<file path="src/rtl/multi_edge_det_pkg.sv">
// multi_edge_det_pkg: shared edge-mode encoding and debounce counter sizing
package multi_edge_det_pkg;

  typedef enum logic [1:0] {
    EDGE_OFF  = 2'b00,
    EDGE_RISE = 2'b01,
    EDGE_FALL = 2'b10,
    EDGE_BOTH = 2'b11
  } edge_mode_t;

  // DB_CYCLES of 0 behaves like 1: the new level is taken on its first synchronised cycle
  function automatic int db_eff(input int db);
    return db < 1 ? 1 : db;
  endfunction

  function automatic int cnt_w(input int db);
    return $clog2(db_eff(db) + 1);
  endfunction

endpackage

</file>
<file path="src/rtl/multi_edge_det_if.sv">
// multi_edge_det_if: pad-side inputs and CSR-side status of the multi-channel edge detector
// MULTI_EDGE_DET_OVERRUN_EN adds the overrun vector
interface multi_edge_det_if #(parameter int NCH = 8);
  logic [NCH-1:0]   async_in;
  logic [2*NCH-1:0] mode;
  logic [NCH-1:0]   clr;
  logic [NCH-1:0]   sync_out;
  logic [NCH-1:0]   edge_pulse;
  logic [NCH-1:0]   pending;
  logic             irq;
`ifdef MULTI_EDGE_DET_OVERRUN_EN
  logic [NCH-1:0]   overrun;
`endif

  modport master (
    output async_in, mode, clr,
`ifdef MULTI_EDGE_DET_OVERRUN_EN
    input  overrun,
`endif
    input  sync_out, edge_pulse, pending, irq
  );

  modport slave (
    input  async_in, mode, clr,
`ifdef MULTI_EDGE_DET_OVERRUN_EN
    output overrun,
`endif
    output sync_out, edge_pulse, pending, irq
  );
endinterface

</file>
<file path="src/rtl/multi_edge_det_edge_chan.sv">
// edge_chan: one channel - synchroniser, debounce filter, edge qualify, sticky pending
// MULTI_EDGE_DET_OVERRUN_EN adds a sticky overrun flag
module edge_chan
  import multi_edge_det_pkg::*;
#(
  parameter int   SYNC_STAGES = 2,
  parameter int   DB_CYCLES   = 4,
  parameter logic RST_VAL     = 1'b0
) (
  input  logic       clk,
  input  logic       rst,
  input  logic       a,
  input  edge_mode_t mode,
  input  logic       clr,
`ifdef MULTI_EDGE_DET_OVERRUN_EN
  output logic       overrun,
`endif
  output logic       level,
  output logic       edge_pulse,
  output logic       pending
);
  localparam int DB = db_eff(DB_CYCLES);
  localparam int CW = cnt_w(DB_CYCLES);

  logic [SYNC_STAGES-1:0] sync;
  logic                   lp;
  logic [CW-1:0]          cnt;
  logic                   s;
  logic                   rise_en;
  logic                   fall_en;

  always_comb begin
    s          = sync[SYNC_STAGES-1];
    rise_en    = mode == EDGE_RISE || mode == EDGE_BOTH;
    fall_en    = mode == EDGE_FALL || mode == EDGE_BOTH;
    edge_pulse = (rise_en & level & ~lp) | (fall_en & ~level & lp);
  end

  // cnt counts consecutive cycles that s has disagreed with the accepted level
  always_ff @(posedge clk) begin
    if (rst) begin
      sync    <= {SYNC_STAGES{RST_VAL}};
      level   <= RST_VAL;
      lp      <= RST_VAL;
      cnt     <= '0;
      pending <= 1'b0;
    end else begin
      sync    <= {sync[SYNC_STAGES-2:0], a};
      lp      <= level;
      pending <= (pending & ~clr) | edge_pulse;
      if (s == level) begin
        cnt <= '0;
      end else if (cnt == CW'(DB - 1)) begin
        level <= s;
        cnt   <= '0;
      end else begin
        cnt <= cnt + 1'b1;
      end
    end
  end

`ifdef MULTI_EDGE_DET_OVERRUN_EN
  always_ff @(posedge clk) begin
    if (rst) overrun <= 1'b0;
    else     overrun <= (overrun & ~clr) | (edge_pulse & pending & ~clr);
  end
`endif

endmodule

</file>
<file path="src/rtl/multi_edge_det.sv">
// multi_edge_det: NCH independent debounced edge detectors with sticky flags OR-ed into irq
// MULTI_EDGE_DET_OVERRUN_EN adds per-channel overrun reporting
module multi_edge_det
  import multi_edge_det_pkg::*;
#(
  parameter int   NCH         = 8,
  parameter int   SYNC_STAGES = 2,
  parameter int   DB_CYCLES   = 4,
  parameter logic RST_VAL     = 1'b0
) (
  input logic              clk,
  input logic              rst,
  multi_edge_det_if.slave  bus
);
  logic [NCH-1:0] lvl;
  logic [NCH-1:0] ep;
  logic [NCH-1:0] pd;
`ifdef MULTI_EDGE_DET_OVERRUN_EN
  logic [NCH-1:0] ov;
  assign bus.overrun = ov;
`endif

  for (genvar i = 0; i < NCH; i++) begin : g_ch
    edge_chan #(
      .SYNC_STAGES(SYNC_STAGES),
      .DB_CYCLES  (DB_CYCLES),
      .RST_VAL    (RST_VAL)
    ) u_ch (
      .clk       (clk),
      .rst       (rst),
      .a         (bus.async_in[i]),
      .mode      (edge_mode_t'(bus.mode[2*i+:2])),
      .clr       (bus.clr[i]),
`ifdef MULTI_EDGE_DET_OVERRUN_EN
      .overrun   (ov[i]),
`endif
      .level     (lvl[i]),
      .edge_pulse(ep[i]),
      .pending   (pd[i])
    );
  end

  assign bus.sync_out   = lvl;
  assign bus.edge_pulse = ep;
  assign bus.pending    = pd;
  assign bus.irq        = |pd;

endmodule

</file>
<file path="src/flat_wrapper.sv">
// flat-port wrapper written by rule: the top's interface ports become plain ports
module multi_edge_det_flat import multi_edge_det_pkg::*;
#(
  parameter int   NCH         = 8,
  parameter int   SYNC_STAGES = 2,
  parameter int   DB_CYCLES   = 4,
  parameter logic RST_VAL     = 1'b0
)
  (clk, rst, bus_async_in, bus_mode, bus_clr, bus_sync_out, bus_edge_pulse, bus_pending, bus_irq);
  multi_edge_det_if #(.NCH(NCH)) bus_i ();
  input logic clk;
  input logic rst;
  input wire logic [$bits(bus_i.async_in)-1:0] bus_async_in;
  input wire logic [$bits(bus_i.mode)-1:0] bus_mode;
  input wire logic [$bits(bus_i.clr)-1:0] bus_clr;
  output wire logic [$bits(bus_i.sync_out)-1:0] bus_sync_out;
  output wire logic [$bits(bus_i.edge_pulse)-1:0] bus_edge_pulse;
  output wire logic [$bits(bus_i.pending)-1:0] bus_pending;
  output wire logic [$bits(bus_i.irq)-1:0] bus_irq;
  assign bus_i.async_in = bus_async_in;
  assign bus_i.mode = bus_mode;
  assign bus_i.clr = bus_clr;
  assign bus_sync_out = bus_i.sync_out;
  assign bus_edge_pulse = bus_i.edge_pulse;
  assign bus_pending = bus_i.pending;
  assign bus_irq = bus_i.irq;
  multi_edge_det #(.NCH(NCH), .SYNC_STAGES(SYNC_STAGES), .DB_CYCLES(DB_CYCLES), .RST_VAL(RST_VAL)) u_core (.clk(clk), .rst(rst), .bus(bus_i));
endmodule
</file>
<file path="config.mk">
export PLATFORM = sky130hd
export DESIGN_NAME = multi_edge_det_flat
export DESIGN_NICKNAME = d
export VERILOG_FILES = /design/src/rtl/multi_edge_det_pkg.sv /design/src/rtl/multi_edge_det_if.sv /design/src/rtl/multi_edge_det_edge_chan.sv /design/src/rtl/multi_edge_det.sv /design/src/flat_wrapper.sv
export SDC_FILE = /design/constraint.sdc
export NUM_CORES = 1
export LEC_CHECK = 0
export ABC_AREA = 0
export CORE_MARGIN = 2
export CORE_UTILIZATION = 46
export CTS_BUF_LIST = sky130_fd_sc_hd__clkbuf_2
export CTS_CLUSTER_DIAMETER = 50
export CTS_CLUSTER_SIZE = 28
export DETAILED_ROUTE_END_ITERATION = 8
export PLACE_DENSITY = 0.82
export SKIP_LAST_GASP = 1
export SYNTH_ARGS = -nofsm -noshare
export SYNTH_HDL_FRONTEND = slang
export SYNTH_SLANG_ARGS = --single-unit
export TNS_END_PERCENT = 10
</file>
<file path="constraint.sdc">
create_clock -name clk -period 1.27 [get_ports clk]
set_clock_uncertainty 0.1 [all_clocks]
set_input_delay 0.1905 -clock clk [delete_from_list [all_inputs] [get_ports clk]]
set_output_delay 0.1905 -clock clk [all_outputs]
set_load 0.01 [all_outputs]
</file>
==> results_dict.tcl <==
set metrics [dict create \
    peakVddDrop_mv 0.858 \
    cts_sinks 64 \
    endpoint_kind "primary output" \
    worstPathCellList "nor4_2 > nand2_1 > buf_2" \
    synth.cell_area_um2 2580 \
    top_flip_flop_cell_by_instance_count_after_synthesis "dfxtp_1" \
    start_util 0.472 \
    antennaDiodeCount 0 \
    dpl.hpwl_um 3130 \
    antenna_violating_nets_post_route 0 \
    clock_tree.root_cell "clkbuf_2" \
    worst_path_top_cell_family_by_delay "flip-flops" \
    critPathArrivalTime_ns 1.31 \
    cell_at_the_slowest_stage_of_the_critical_path "dfxtp_2" \
    drive_gt1_frac 0.307 \
    worst-path-max-fanout 2 \
    worst_slew_pin_slew_ns 0.367 \
    maxSlewViolCount 0 \
    synth_top_cell_area_share 0.496 \
    violation_count_after_the_first_detailed_routing_iteration 48 \
    via_count 1838 \
    finalCriticalPeriod_ns 1.60 \
    area_growth_syn_to_layout_pct 33.7 \
    number_of_placed_instances_taps_included 367 \
    numPortBuffers 58 \
    synth.yosys.seq_area_share 0.496 \
    die_footprint_um2 6230 \
    power.density_cell_area_nw_per_um2 979 \
    final-instance-count-excl-fill 395 \
    seqCellArea_um2 1310 \
    synth.avg_cell_area_um2 11.0 \
    asyncSetResetFlopFracSynth 0 \
    io-pin-count 59 \
    die_width_um 78.9 \
    vias_per_cell 4.65 \
    fillerInstances 478 \
    timing.final.setup_violations 31 \
    warnings_synthesis 0 \
    syn-instance-count 234 \
    detail_route.wirelength_um 4510 \
    worst_ep_required_time_ns 0.98 \
    cts_htree_levels 3 \
    fmax_mhz 626 \
    slew_headroom 0.754 \
    grt_setup_unrepaired "yes" \
    worst_hold_path_type "input port to flip-flop" \
    violations "setup timing" \
    finalCritPeriodShare 1.26 \
    die_h_um 78.9 \
    tritoncts_clock_tree "done" \
    slowest_stage_delay_on_critical_path_ns 0.36 \
    hold_viol_final 0 \
    worst_setup_hold_path_clk_slew_ns 0.17 \
    global_route_wire_length_before_repair_um 7550 \
    grt_pass1_vias 1776 \
    cp-start-kind "flip-flop" \
    max-clock-path-buffers 2 \
    synthDominantAreaCellType "dfxtp_1" \
    run_status "finished, violations left" \
    post-route-worst-setup-slack_ns -0.327 \
    grt.overflow.total 0 \
    groute.usage.overall 0.158 \
    synth.ff_latch_count 64 \
    number_of_buffers_created_by_cts 9 \
    synthTopCellsByArea "dfxtp_1, ha_1, buf_4" \
    grt_max_degree 47 \
    maxCapViolCount 0 \
    worst_hold_slack_ns 0.0566 \
    leakage_nw 1.49 \
    detail_route.wl_per_cell_um 11.4 \
    worst-path-buf-inv 1 \
    synth.lib_cells_used.distinct 17 \
    grt_antenna_before_repair 0 \
    final_nets 368 \
    clk-insertion-delay-late_ns 0.46 \
    drc 0 \
    first_pass_iteration_count_of_the_detailed_router 4 \
    num_rows 27 \
    synth_enable_flop_cells 0 \
    synthesized_nets 284 \
    multi_input_area_um2 1040 \
    core-area_um2 5470 \
    criticalPathCategory "flip-flop to primary output" \
    gp_routability_congestion 0.715 \
]
[placed cells by master, fill, tap and decap left out]
| master | instances |
|---|---|
| a31oi_1 | 8 |
| buf_12 | 1 |
| buf_2 | 7 |
| buf_4 | 44 |
| buf_6 | 1 |
| bufinv_16 | 1 |
| clkbuf_2 | 12 |
| clkdlybuf4s15_1 | 1 |
| clkdlybuf4s50_1 | 32 |
| clkinv_1 | 2 |
| clkinv_2 | 2 |
| dfxtp_1 | 45 |
| dfxtp_2 | 19 |
| dlygate4sd2_1 | 17 |
| ha_1 | 16 |
| inv_1 | 8 |
| mux2i_1 | 8 |
| nand2_1 | 9 |
| nand2b_1 | 8 |
| nand3b_1 | 16 |
| nor2_1 | 8 |
| nor2b_1 | 24 |
| nor4_1 | 14 |
| nor4_2 | 4 |
| nor4b_2 | 8 |
| xnor2_1 | 8 |
[final timing paths]
check | endpoint | startpoint | slack [ns] | cells past startpoint
max | bus_irq | u_core.g_ch[5].u_ch.pending | -0.33 | 3
min reg2reg | u_core.g_ch[2].u_ch.cnt[0] | u_core.g_ch[2].u_ch.cnt[0] | 0.34 | 1
min | u_core.g_ch[1].u_ch.sync[0] | rst | 0.06 | 3
max reg2reg | u_core.g_ch[5].u_ch.cnt[0] | u_core.g_ch[5].u_ch.cnt[0] | -0.05 | 3
[layout make-up]
| class | instances | share of cell area |
|---|---|---|
| clock inverter | 5 | 0.0138 |
| multi-input combinational | 131 | 0.302 |
| inverter | 8 | 0.00870 |
| clock buffer | 11 | 0.0160 |
| timing repair buffer | 104 | 0.255 |
| tap | 72 | 0.0261 |
| sequential | 64 | 0.378 |
[registers in the layout (all words and copies together) (netlist names)]
name and count:
u_core.g_ch.u_ch.pending 8, u_core.g_ch.u_ch.cnt 24, u_core.g_ch.u_ch.level 8, u_core.g_ch.u_ch.sync 16, u_core.g_ch.u_ch.lp 8
[through the flow]
| step | worst slack [ns] | TNS (ns) | total power, mW | cell area [µm²] | util |
|---|---|---|---|---|---|
| global route | -0.424 | -10.16 | 3.52 | 3450 | 0.631 |
| finish | -0.327 | -6.04 | 3.38 | 3450 | 0.631 |
| detailed placement | -0.373 | -3.38 | 2.29 | 3270 | 0.598 |
| global placement | -0.365 | -3.17 | 2.28 | 3270 | 0.598 |
| floorplan | 0.0885 | 0 | 2.18 | 2580 | - |
| CTS | -0.364 | -7.70 | 3.42 | 3420 | 0.625 |
[worst register-to-register path, stage by stage, from the launching register on]
cell     delay, ns
dfxtp_1       0.36
ha_1          0.20
ha_1          0.25
nor4_1        0.32
[report_power, final]
| part | internal (mW) | total (mW) | switching (mW) |
|---|---|---|---|
| Clock | 0.454 | 1.14 | 0.684 |
| Sequential | 2.04 | 2.05 | 0.0130 |
| Combinational | 0.125 | 0.188 | 0.0624 |
[synthesized netlist by cell type, types with 9 or more instances]
master and number:
nand3b_1 16, dfxtp_1 64, nand2_1 9, ha_1 16, buf_4 24, nor4_1 16, nor2b_1 24
[metal layers]
layer / track usage / vias up / share of wire
li1: - / 958 / -
met1: 0.187 / 831 / 0.46
met2: 0.256 / 39 / 0.46
met3: 0.0398 / 10 / 0.055
met4: 0.0983 / 0 / 0.023
met5: 0 / - / 0
[timing repair]
action                     in CTS  in global routing
pin swaps                       4                  0
setup buffers                   6                  6
hold buffers                    0                  0
setup endpoints to repair      33                 57
gates resized for setup        56                 12
[cell families after synthesis]
| logic type | synth area share |
|---|---|
| fa+ha+maj | 0.0776 |
| flops | 0.496 |
| simple gates | 0.244 |
| xor+xnor | 0.0271 |
| mux | 0.0310 |
| buf+inv | 0.105 |
| compound gates | 0.0194 |
No activity file was read; power rests on OpenSTA's default activity.
